`src/rtl/tvip_axi_burst_address_generator.sv`:
```
// tvip_axi_burst_address_generator
// Turns one AXI4 burst command into a stream of per-beat addresses, byte-lane
// strobes, beat indices and last flags, one beat per valid/ready handshake.
// Commands that break AXI4 burst legality rules are consumed without issuing
// any beat and are flagged with a one-cycle cmd_error pulse.

module tvip_axi_burst_address_generator #(
  parameter int ADDRESS_WIDTH = 64,
  parameter int DATA_WIDTH    = 32
) (
  input  logic                       aclk,
  input  logic                       areset_n,
  // Command side
  input  logic                       cmd_valid,
  output logic                       cmd_ready,
  input  logic [ADDRESS_WIDTH-1:0]   cmd_address,
  input  logic [7:0]                 cmd_length,
  input  logic [2:0]                 cmd_size,
  input  logic [1:0]                 cmd_burst,
  output logic                       cmd_error,
  // Beat side
  output logic                       beat_valid,
  input  logic                       beat_ready,
  output logic [ADDRESS_WIDTH-1:0]   beat_address,
  output logic [DATA_WIDTH/8-1:0]    beat_strobe,
  output logic [7:0]                 beat_index,
  output logic                       beat_last
);

  localparam int STROBE_WIDTH = DATA_WIDTH / 8;

  // Largest encoded size the bus can carry (log2 of the strobe width).
  localparam logic [2:0] MAX_SIZE = 3'($clog2(STROBE_WIDTH));

  // Address bits that select a byte inside a 4 KB page.
  localparam int PAGE_BITS = 12;

  localparam logic [1:0] BURST_FIXED    = 2'b00;
  localparam logic [1:0] BURST_INCR     = 2'b01;
  localparam logic [1:0] BURST_WRAP     = 2'b10;
  localparam logic [1:0] BURST_RESERVED = 2'b11;

  localparam logic [0:0] IDLE  = 1'b0;
  localparam logic [0:0] BURST = 1'b1;

  localparam logic [ADDRESS_WIDTH-1:0] ONE       = ADDRESS_WIDTH'(1);
  localparam logic [ADDRESS_WIDTH-1:0] LANE_MASK = ADDRESS_WIDTH'(STROBE_WIDTH - 1);

  // Active lanes: from the byte offset of addr up to the end of the
  // size-aligned container holding it. A size wider than the bus never
  // reaches this function because such commands are rejected.
  function automatic logic [STROBE_WIDTH-1:0] lane_strobe(
    input logic [ADDRESS_WIDTH-1:0] addr,
    input logic [2:0]               size
  );
    logic [ADDRESS_WIDTH-1:0] bytes;
    logic [ADDRESS_WIDTH-1:0] lo;
    logic [ADDRESS_WIDTH-1:0] hi;
    logic [STROBE_WIDTH-1:0]  mask;
    bytes = ONE << size;
    lo    = addr & LANE_MASK;
    hi    = ((addr & ~(bytes - ONE)) & LANE_MASK) + bytes - ONE;
    mask  = '0;
    for (int i = 0; i < STROBE_WIDTH; i++) begin
      mask[i] = (ADDRESS_WIDTH'(i) >= lo) && (ADDRESS_WIDTH'(i) <= hi);
    end
    return mask;
  endfunction

  // ---------------------------------------------------------------------------
  // State and latched command
  // ---------------------------------------------------------------------------
  logic [0:0]               state;
  logic [2:0]               size_q;
  logic [1:0]               burst_q;
  logic [7:0]               length_q;
  logic [ADDRESS_WIDTH-1:0] wrap_base_q;
  logic [ADDRESS_WIDTH-1:0] wrap_end_q;

  logic cmd_accept;

  assign cmd_ready  = (state == IDLE);
  assign cmd_accept = cmd_valid && cmd_ready;

  // ---------------------------------------------------------------------------
  // Command screening
  // ---------------------------------------------------------------------------
  logic [ADDRESS_WIDTH-1:0] cmd_bytes;
  logic [ADDRESS_WIDTH-1:0] cmd_total;
  logic [ADDRESS_WIDTH-1:0] cmd_aligned;
  logic [ADDRESS_WIDTH-1:0] cmd_end;
  logic [ADDRESS_WIDTH-1:0] cmd_wrap_base;
  logic                     size_too_big;
  logic                     fixed_too_long;
  logic                     wrap_bad_length;
  logic                     wrap_misaligned;
  logic                     incr_page_cross;
  logic                     cmd_illegal;

  // Decode the presented command into its legality flags and wrap window.
  always_comb begin
    // NOTE: every signal written here gets a value on every path, so no latch is inferred.
    cmd_bytes       = ONE << cmd_size;
    cmd_total       = ADDRESS_WIDTH'(({1'b0, cmd_length} + 9'd1)) << cmd_size;
    cmd_aligned     = cmd_address & ~(cmd_bytes - ONE);
    cmd_end         = cmd_aligned + cmd_total - ONE;
    // For a legal WRAP the total is a power of two, so masking by total-1
    // clears exactly log2(total) low bits.
    cmd_wrap_base   = cmd_address & ~(cmd_total - ONE);

    size_too_big    = (cmd_size > MAX_SIZE);
    fixed_too_long  = (cmd_burst == BURST_FIXED) && (cmd_length > 8'd15);
    wrap_bad_length = (cmd_burst == BURST_WRAP) &&
                      !(cmd_length inside {8'd1, 8'd3, 8'd7, 8'd15});
    wrap_misaligned = (cmd_burst == BURST_WRAP) &&
                      (|(cmd_address & (cmd_bytes - ONE)));
    // Any differing bit above the page offset means the last byte sits in
    // another 4 KB page (including wrap-around at the top of the space).
    incr_page_cross = (cmd_burst == BURST_INCR) &&
                      (|((cmd_end ^ cmd_address) >> PAGE_BITS));

    cmd_illegal     = (cmd_burst == BURST_RESERVED) || size_too_big ||
                      fixed_too_long || wrap_bad_length || wrap_misaligned ||
                      incr_page_cross;
  end

  // ---------------------------------------------------------------------------
  // Next-beat computation
  // ---------------------------------------------------------------------------
  logic [ADDRESS_WIDTH-1:0] beat_bytes;
  logic [ADDRESS_WIDTH-1:0] incr_address;
  logic [ADDRESS_WIDTH-1:0] next_address;
  logic [7:0]               next_index;
  logic                     next_last;

  // Address, index and last flag of the beat following the current one.
  always_comb begin
    beat_bytes   = ONE << size_q;
    incr_address = beat_address + beat_bytes;
    next_index   = beat_index + 8'd1;
    next_last    = (next_index == length_q);
    next_address = beat_address;
    case (burst_q)
      BURST_FIXED: next_address = beat_address;
      BURST_INCR:  next_address = (beat_address & ~(beat_bytes - ONE)) + beat_bytes;
      BURST_WRAP:  next_address = (incr_address == wrap_end_q) ? wrap_base_q
                                                              : incr_address;
      default:     next_address = beat_address;
    endcase
  end

  // ---------------------------------------------------------------------------
  // Sequencer
  // ---------------------------------------------------------------------------
  // Accept and screen commands, then step through beats on each handshake.
  always_ff @(posedge aclk or negedge areset_n) begin
    if (!areset_n) begin
      state        <= IDLE;
      size_q       <= '0;
      burst_q      <= '0;
      length_q     <= '0;
      wrap_base_q  <= '0;
      wrap_end_q   <= '0;
      cmd_error    <= 1'b0;
      beat_valid   <= 1'b0;
      beat_address <= '0;
      beat_strobe  <= '0;
      beat_index   <= '0;
      beat_last    <= 1'b0;
    end else begin
      // NOTE: non-blocking assignments so every register samples pre-edge values.
      cmd_error <= 1'b0;
      case (state)
        IDLE: begin
          if (cmd_accept) begin
            if (cmd_illegal) begin
              cmd_error <= 1'b1;
            end else begin
              state        <= BURST;
              size_q       <= cmd_size;
              burst_q      <= cmd_burst;
              length_q     <= cmd_length;
              wrap_base_q  <= cmd_wrap_base;
              wrap_end_q   <= cmd_wrap_base + cmd_total;
              beat_valid   <= 1'b1;
              beat_address <= cmd_address;
              beat_strobe  <= lane_strobe(cmd_address, cmd_size);
              beat_index   <= 8'd0;
              beat_last    <= (cmd_length == 8'd0);
            end
          end
        end
        BURST: begin
          if (beat_valid && beat_ready) begin
            if (beat_last) begin
              state      <= IDLE;
              beat_valid <= 1'b0;
              beat_last  <= 1'b0;
            end else begin
              beat_address <= next_address;
              beat_strobe  <= lane_strobe(next_address, size_q);
              beat_index   <= next_index;
              beat_last    <= next_last;
            end
          end
        end
        default: begin
          state      <= IDLE;
          beat_valid <= 1'b0;
        end
      endcase
    end
  end

endmodule

```
`config.mk`:
```
export PLATFORM = sky130hd
export DESIGN_NAME = tvip_axi_burst_address_generator
export DESIGN_NICKNAME = d
export VERILOG_FILES = /design/src/rtl/tvip_axi_burst_address_generator.sv
export SDC_FILE = /design/constraint.sdc
export NUM_CORES = 1
export LEC_CHECK = 0
export CORE_UTILIZATION = 40
export DETAILED_ROUTE_END_ITERATION = 7
export PLACE_DENSITY_LB_ADDON = 0.05
export REMOVE_ABC_BUFFERS = 1
export SLEW_MARGIN = 20
export SYNTH_ARGS = -nofsm -noshare
export SYNTH_HDL_FRONTEND = slang
export SYNTH_SLANG_ARGS = --single-unit
```
`constraint.sdc`:
```
create_clock -name aclk -period 12.65 [get_ports aclk]
set_clock_uncertainty 0.2 [all_clocks]
set_input_delay 3.795 -clock aclk [delete_from_list [all_inputs] [get_ports aclk]]
set_output_delay 3.795 -clock aclk [all_outputs]
set_load 0.1 [all_outputs]
```
# == After elaboration in Yosys (flattened, before gate mapping) ==
# Index checks and enable logic that the tools add are counted.
# totals
in_bits,81
elab_cells,138
output_inout_bits,80
regBits,221
# classes
order_cmp,18
eq_ne,16
addsub,14
muxes,35
bitwise_logic,11
n_reduce_logical,29
shifts,3
# op_table
op,n
"subtractor 64 x 1 -> 64 bit, second input constant",6
two-way mux 64 bit,5
adder 64 bit,4
AND 64 bit,4
"less-or-equal comparator 1 x 64 -> 1 bit, first input constant",4
"less-or-equal comparator 2 x 64 -> 1 bit, first input constant",4
case mux 64 bit (2 select lines),2
inverter 64 bit,3
adder 2 x 64 -> 64 bit,2
"left shift 1 x 3 -> 64 bit, first input constant",2
equality test 64 bit,1
OR reduction 64 bit,1
left shift 9 x 3 -> 64 bit,1
XOR 64 bit,1
OR reduction 52 bit,1
two-way mux 8 bit,4
two-way mux 4 bit,4
case mux 8 bit (2 select lines),1
two-way mux 1 bit,15
logical AND 1 bit,14
"adder 8 x 1 -> 9 bit, second input constant",1
"adder 8 x 1 -> 8 bit, second input constant",1
"equality test 8 x 1 -> 1 bit, second input constant",1
"equality test 8 x 2 -> 1 bit, second input constant",1
other kinds (22),43

# == Depth between registers and ports, before layout ==
# Gate-level depths: netlist (run 1).
# depth
depth_word,14
depth_mapped,39

# == Worst setup path after synthesis (run 1) ==
# No wires, ideal clock.
# synth_path
kind,input -> register
from,input cmd_size[0]
to,register beat_address[35]
path_buffers,9
path_stages,29
setup_time_ps,128
arrival_ps,10413
setup_slack_ps,1910
required_ps,12322
path_cell_list,clkbuf_1 -> clkbuf_1 -> buf_2 -> buf_2 -> buf_1 -> nand2_1 -> ha_1 -> nand2_1 -> a221o_1 -> clkbuf_1 -> nand2_1 -> ha_1 -> inv_1 -> ha_1 -> clkbuf_1 -> nand4_1 -> or2_2 -> o311ai_2 -> a21o_1 -> a31oi_1 -> a2111o_1 -> or4_1 -> or4_1 -> nor4_2 -> a31oi_1 -> buf_4 -> a21oi_4 -> buf_6 -> mux2_1
# synth_between
elab_chain_cells,12
word_cells_on_any_way,21
classes_between,add/sub (3); order compare (1); eq/ne (1); shift (2); bitwise (4); reduce/logical (10)
# synth_rtl
element,line,rtl
"start, declared",18,"input logic [2:0] cmd_size,"
left shift 1 x 3 -> 64 bit,103,cmd_bytes = ONE << cmd_size;
subtractor 64 x 1 -> 64 bit,-,
inverter 64 bit,-,
AND 64 bit,-,
adder 64 bit,106,cmd_end = cmd_aligned + cmd_total - ONE;
subtractor 64 x 1 -> 64 bit,106,
XOR 64 bit,120,(|((cmd_end ^ cmd_address) >> PAGE_BITS));
OR reduction 52 bit,120,
logical AND 1 bit,119,incr_page_cross = (cmd_burst == BURST_INCR) &&
logical OR 1 bit (*),123,fixed_too_long || wrap_bad_length || wrap_misaligned ||
inequality test 2 bit (no line) (*),-,
AND reduction 4 bit (no line) (*),-,
"end signal, assigned",186,beat_address <= cmd_address;
"end signal, assigned",200,beat_address <= next_address;
"end, declared",24,"output logic [ADDRESS_WIDTH-1:0] beat_address,"
# Mark *: on every way between the ends. The rest lies on a longest branch, timed or not.
# A chain may end at the register's enable or synchronous reset.

# == Worst setup path in the final report (run 1) ==
# layout_path
from,input cmd_length[3]
to,register beat_address[48]
# layout_between
elab_chain_cells,10
word_cells_on_any_way,22
classes_between,add/sub (3); order compare (1); eq/ne (5); shift (1); bitwise (1); reduce/logical (11)
# layout_rtl
element,line,rtl
"start, declared",17,"input logic [7:0] cmd_length,"
adder 8 x 1 -> 9 bit,104,"cmd_total = ADDRESS_WIDTH'(({1'b0, cmd_length} + 9'd1)) << cmd_size;"
left shift 9 x 3 -> 64 bit,104,
adder 64 bit,106,
subtractor 64 x 1 -> 64 bit,106,
XOR 64 bit,120,
OR reduction 52 bit,120,
logical AND 1 bit,119,
logical OR 1 bit (*),123,
inequality test 2 bit (no line) (*),-,
AND reduction 4 bit (no line) (*),-,
# Marked as above.

==> results_dict.tcl, run 1 <==
set metrics [dict create \
    status "finished with violations" \
    violations "design-rule violations" \
    start_util_pct 40.4 \
    power-per-cell-area_nw_per_um2 101 \
    p_total_uw 3060 \
    synthFlopType "dfrtp_1" \
    max_stage_delay_ns 0.90 \
    drive_above_1_share_pct 8.11 \
    root_buffer "clkbuf_16" \
    worstMarginPinSlew_ns 1.10 \
    worstSetupPathType "input port to flop" \
    grt_max_degree 136 \
    cp.arrival_ns 12.40 \
    netlist_top_cells_area "dfrtp_1, xnor2_1, nand2_1" \
    irDropWorstVdd_mv 0.0952 \
    numCtsBuffers 25 \
    wl_per_cell_um 29.6 \
    antenna_found_initial 11 \
    relSlewSlack_pct 26.2 \
    fin_util_pct 45.2 \
    fmax_mhz 82.3 \
    viasPerCell 6.58 \
    leakagePower_uw 0.0125 \
    synth_cell_types 103 \
    avgSynthCellArea_um2 7.44 \
    async_reset_ff_share_pct 100 \
    vias 30000 \
    grt_pass1_vias 28400 \
    ioPinCount 161 \
    grt_overflow 0 \
    ys_seq_area_share_pct 20.4 \
    path_buf_inv 5 \
    synth_edf_count 0 \
    fin_crit_ns 12.15 \
    yosysWarnings 0 \
    chipHeight_um 262 \
    critPathMaxFanout 14 \
    grt_setup_unrepaired "false" \
    critPathTopFamily "compound AO/OA/AOI/OAI gates" \
    hold_path.class "flop to flop" \
    syn_to_final_growth_pct 12.0 \
    required_ns 12.90 \
    grtUsageTotal_pct 38.1 \
    clock_latency_ns 0.58 \
    clk_pin_slew_worst_paths_ns 0.06 \
    hpwl_mm 107 \
    maxCapViolations 0 \
    grt_pass1_wl_mm 197 \
    hold_viol_final 0 \
    synthesis.area_um2 27100 \
    n_fill_cell 6808 \
    ys_ff_latch 221 \
    synth_top_area_cell "dfrtp_1" \
    rows 95 \
    cts_setup_buffers 0 \
    htreeDepth 1 \
    cpMostUsedCell "buf_4" \
    holdPathStages 2 \
    drt_wl_total_mm 135 \
    die_area_um2 68900 \
    dr.pass1.iters 8 \
    drc 8 \
    crit_cells 25 \
    cp-end-kind "flop" \
    dr.first_iter.drc_count 3790 \
    fp.dieW_um 262 \
    cp-start-kind "input port" \
    nets 3888 \
    drtAntennaViolNets 0 \
    cts_tree "yes" \
    setup_viol_count_final 0 \
    cts_resized 0 \
    multi_input_area_um2 19800 \
    worst_r2r_path_depth 36 \
    synth_top_cell_area_share_pct 20.4 \
    r2r_slack_ns 2.21 \
    finalCritPeriodShare_pct 96.0 \
    maxSlewViolCount 0 \
    cp_slowest_cell "a2111oi_1" \
    ff_latch_area_um2 5530 \
    io_buffer_count 160 \
    postSynthCellCount 3645 \
    cts_max_path_buffers 3 \
    postCtsHoldBufs 0 \
    numClockSinks 221 \
    gp_congestion 1.02 \
    core-area_um2 67200 \
]
[cells by family after synthesis]
family          share of synthesized area (%)
compound gates                           22.7
xor+xnor                                 11.2
fa+ha+maj                                6.37
buf+inv                                  6.75
flops                                    20.4
mux                                      6.39
simple gates                             26.2
[report_power, final]
group	total, uW	switching [uW]	internal (uW)
Sequential	842	102	740
Clock	767	338	429
Combinational	1450	996	451
Total	3060	1440	1620
[metrics by stage]
step	hold slack [ns]	setup slack (ns)	std cells	setup TNS, ns	area (um^2)
floorplan	0.241	-10.72	3393	-1786.21	26000
global placement	0.261	-0.0978	4516	-2.97	29500
detailed placement	0.266	-0.105	4516	-4.16	29500
CTS	0.281	0.448	4561	0	30400
global route	0.310	0.107	4562	0	30400
finish	0.280	0.500	4564	0	30400
[worst reg2reg max path: cells and delay by family (launching register included)]
kind            cells  cell delay, ns
flops               1            0.78
xor+xnor            1            0.20
fa+ha+maj           3            0.81
compound gates     11            2.71
simple gates       17            4.61
mux                 1            0.36
buf+inv             3            0.67
[cells in the mapped netlist, types with 54 or more instances]
cell      number
nand3_1      126
xnor2_1      207
o21ai_0      235
xor2_1       110
nor2_1       248
ha_1         135
nand4_1      126
clkbuf_1     185
nor4_1        67
nand2_1      471
dfrtp_1      221
mux2i_1       54
a21oi_1      192
inv_1        192
mux2_2        98
nor3_1       105
[per-layer routing]
layer	vias up	track usage [%]	wire length (um)
met3	321	6.17	12100
met2	1693	58.1	58100
met5	-	0	57
met4	8	17.7	7180
li1	13400	-	-
met1	14700	52.4	57900
[cells in the final DEF (no fill, tap or decap), types with 47 or more instances in the layout]
| cell type | instances |
|---|---|
| a21oi_1 | 191 |
| and3_1 | 47 |
| buf_4 | 84 |
| clkdlybuf4s50_1 | 159 |
| dfrtp_1 | 221 |
| ha_1 | 135 |
| inv_1 | 192 |
| mux2_2 | 98 |
| mux2i_1 | 54 |
| nand2_1 | 471 |
| nand3_1 | 126 |
| nand4_1 | 126 |
| nor2_1 | 248 |
| nor3_1 | 104 |
| nor4_1 | 65 |
| o21ai_0 | 235 |
| xnor2_1 | 207 |
| xor2_1 | 110 |
[flip-flops by register name (all words and copies together), names as in the netlist]
name,cells
beat_address,64
wrap_base_q,64
wrap_end_q,64
beat_index,8
length_q,8
beat_strobe,4
size_q,3
burst_q,2
beat_last,1
beat_valid,1
cmd_error,1
state,1
[path summary, 6_finish.rpt]
kind,startpoint,to
min reg2reg,wrap_base_q[55],wrap_base_q[55]
max reg2reg,size_q[2],beat_strobe[2]
min,wrap_base_q[55],wrap_base_q[55]
min in group asynchronous,areset_n,beat_address[4]
max,cmd_length[3],beat_address[48]
max in group asynchronous,areset_n,wrap_base_q[30]
[layout make-up]
class / instances / share of cell area (%)
Antenna cell: 3 / 0.0247
Clock buffer: 32 / 2.28
Clock inverter: 13 / 0.461
Inverter: 194 / 2.40
Multi-Input combinational cell: 2978 / 65.3
Sequential cell: 221 / 18.2
Tap cell: 873 / 3.60
Timing Repair Buffer: 250 / 7.76
(Power assumes the default switching activity.)
==> run 2, diff against run 1 <==
--- a/config.mk
+++ b/config.mk
@@ -5,6 +5,7 @@
 export SDC_FILE = /design/constraint.sdc
 export NUM_CORES = 1
 export LEC_CHECK = 0
+export CORE_MARGIN = 5
 export CORE_UTILIZATION = 40
 export DETAILED_ROUTE_END_ITERATION = 7
 export PLACE_DENSITY_LB_ADDON = 0.05
==> run 2 against run 1 <==
Against the previous run: the flow now finishes without violations; sequential cell count unchanged; sequential power fell by 0.6%; largest power group unchanged; register-to-register slack gained 0.15 ns; non-clock buffer count fell by 15; die area increased by 6.2%; clock power shrank 3.0%; via count shrank 0.40%.
==> results_dict.tcl, run 2 (synthesized netlist as in run 1, its figures left out) <==
set metrics [dict create \
    worstSetupPathType "input port to flop" \
    fp.dieW_um 270 \
    clkPwrFrac_pct 24.6 \
    syn_to_final_growth_pct 11.3 \
    grt_setup_unrepaired "false" \
    p_seq_share_pct 27.7 \
    drc 0 \
    gp_congestion 1.01 \
    setup_viol_count_final 0 \
    dr.first_iter.drc_count 3622 \
    fin_crit_ns 11.74 \
    postCtsHoldBufs 0 \
    wl_per_cell_um 29.6 \
    finalCritPeriodShare_pct 92.8 \
    clk_pin_slew_worst_paths_ns 0.06 \
    drt_wl_total_mm 135 \
    rows 95 \
    io_buffer_count 160 \
    clock_latency_ns 0.57 \
    mostFrequentLayoutCell "nand2_1" \
    cp-end-kind "flop" \
    tns_ns 0 \
    chipHeight_um 270 \
    n_fill_cell 6893 \
    drtAntennaViolNets 0 \
    cts_tree "yes" \
    core-area_um2 67300 \
    maxCapViolations 0 \
    largestRegisters "beat_address: 64 flops, wrap_base_q: 64 flops, wrap_end_q: 64 flops" \
    viasPerCell 6.58 \
    p_sw_share_pct 47.0 \
    die_area_um2 73100 \
    cp.arrival_ns 11.98 \
    critPathMaxFanout 45 \
    worstMarginPinSlew_ns 1.09 \
    ioPinCount 161 \
    hold_path.class "flop to flop" \
    fmax_mhz 85.2 \
    p_total_uw 3020 \
    nets 3874 \
    antenna_found_initial 1 \
    fin_cells 4546 \
    p_sw_uw 1420 \
    htreeDepth 1 \
    required_ns 12.89 \
    dp.cells 4501 \
    cts_resized 0 \
    grtUsageTotal_pct 34.8 \
    hold_viol_final 0 \
    grt_overflow 0 \
    status "complete, no violations" \
    grt_max_degree 112 \
    grt_pass1_wl_mm 195 \
    start_util_pct 40.3 \
    relSlewSlack_pct 26.5 \
    combPwrFrac_pct 47.7 \
    drive_above_1_share_pct 7.68 \
    hpwl_mm 107 \
    numClockSinks 221 \
    dr.pass1.iters 8 \
    vias 29900 \
    maxSlewViolCount 0 \
    irDropWorstVdd_mv 0.0979 \
    power-per-cell-area_nw_per_um2 100 \
    numCtsBuffers 26 \
    leakagePower_uw 0.0124 \
    cts_max_path_buffers 3 \
    cp-start-kind "input port" \
    p_int_uw 1600 \
    cts_setup_buffers 0 \
    root_buffer "clkbuf_16" \
    grt_pass1_vias 28200 \
    mostFrequentLayoutCells "nand2_1, nor2_1, o21ai_0" \
]
==> run 2: cell types whose count changed in the layout (fill, tap and decap cells not counted), sizes merged <==
cell      delta
buf         -15
clkbuf       +4
bufinv       -2
diode        -2
inv          -2
clkinvlp     -1
==> run 2: final timing paths <==
| kind | startpoint | to | slack, ns | cells past startpoint |
|---|---|---|---|---|
| max | cmd_length[0] | beat_address[61] | 0.91 | 25 |
| min | wrap_base_q[18] | wrap_base_q[18] | 0.28 | 2 |
| max reg2reg | size_q[1] | beat_strobe[2] | 2.36 | 37 |
| min reg2reg | wrap_base_q[18] | wrap_base_q[18] | 0.28 | 2 |
| max in group asynchronous | areset_n | wrap_base_q[50] | 6.88 | 3 |
| min in group asynchronous | areset_n | beat_address[4] | 3.03 | 1 |
==> run 2: per-layer routing <==
layer,track usage [%],share of wire [%]
met4,14.6,5.2
met5,0,0.0096
met1,48.2,42
met2,53.6,43
met3,6.16,9.4
==> run 2: layout make-up <==
class	count	area, um^2	share of cell area [%]
flip-flops and latches	221	5530	18.3
clock inverters	8	47.5	0.157
multi-input cells	2978	19800	65.7
well taps	873	1090	3.62
clock buffers	36	759	2.52
diodes	1	2.50	0.00829
inverters	194	728	2.41
repair buffers	235	2210	7.31
==> run 2: power by group through the flow <==
| stage | clock, uW | sequential (uW) | combinational [uW] |
|---|---|---|---|
| 2_1_floorplan | 0 | 1020 | 704 |
| 3_3_place_gp | 0 | 842 | 1410 |
| 3_5_place_dp | 0 | 843 | 1410 |
| 4_1_cts | 751 | 831 | 1410 |
| 5_1_grt | 779 | 839 | 1520 |
| 6_report | 744 | 837 | 1440 |
==> run 2: worst max-delay path: stages <==
cell,delay [ns]
clkdlybuf4s50_1,0.73
ha_1,0.51
nand2_1,0.15
o221a_2,0.25
a211o_1,0.30
o22ai_1,0.27
nand2_1,0.23
ha_1,0.26
inv_1,0.06
ha_1,0.32
a21o_1,0.21
a21oi_1,0.63
nor3b_1,0.14
a2111oi_0,0.87
nand4_1,0.17
nor4_1,0.30
nand4_1,0.16
or4_1,0.54
or4_1,0.53
nor4_2,0.19
buf_4,0.19
a31oi_4,0.19
a21oi_4,0.24
buf_12,0.30
mux2_2,0.38
==> run 2: through the flow <==
| stage | instance area (um^2) | hold WS (ns) | setup WS, ns | util [%] |
|---|---|---|---|---|
| final | 30200 | 0.282 | 0.912 | 44.9 |
| after floorplan | 26000 | 0.241 | -10.72 | - |
| after global placement | 29400 | 0.264 | 0.607 | 43.7 |
| after global routing | 30200 | 0.299 | 0.476 | 44.9 |
| after detailed placement | 29400 | 0.271 | 0.501 | 43.7 |
| after CTS | 30200 | 0.284 | 1.07 | 44.9 |
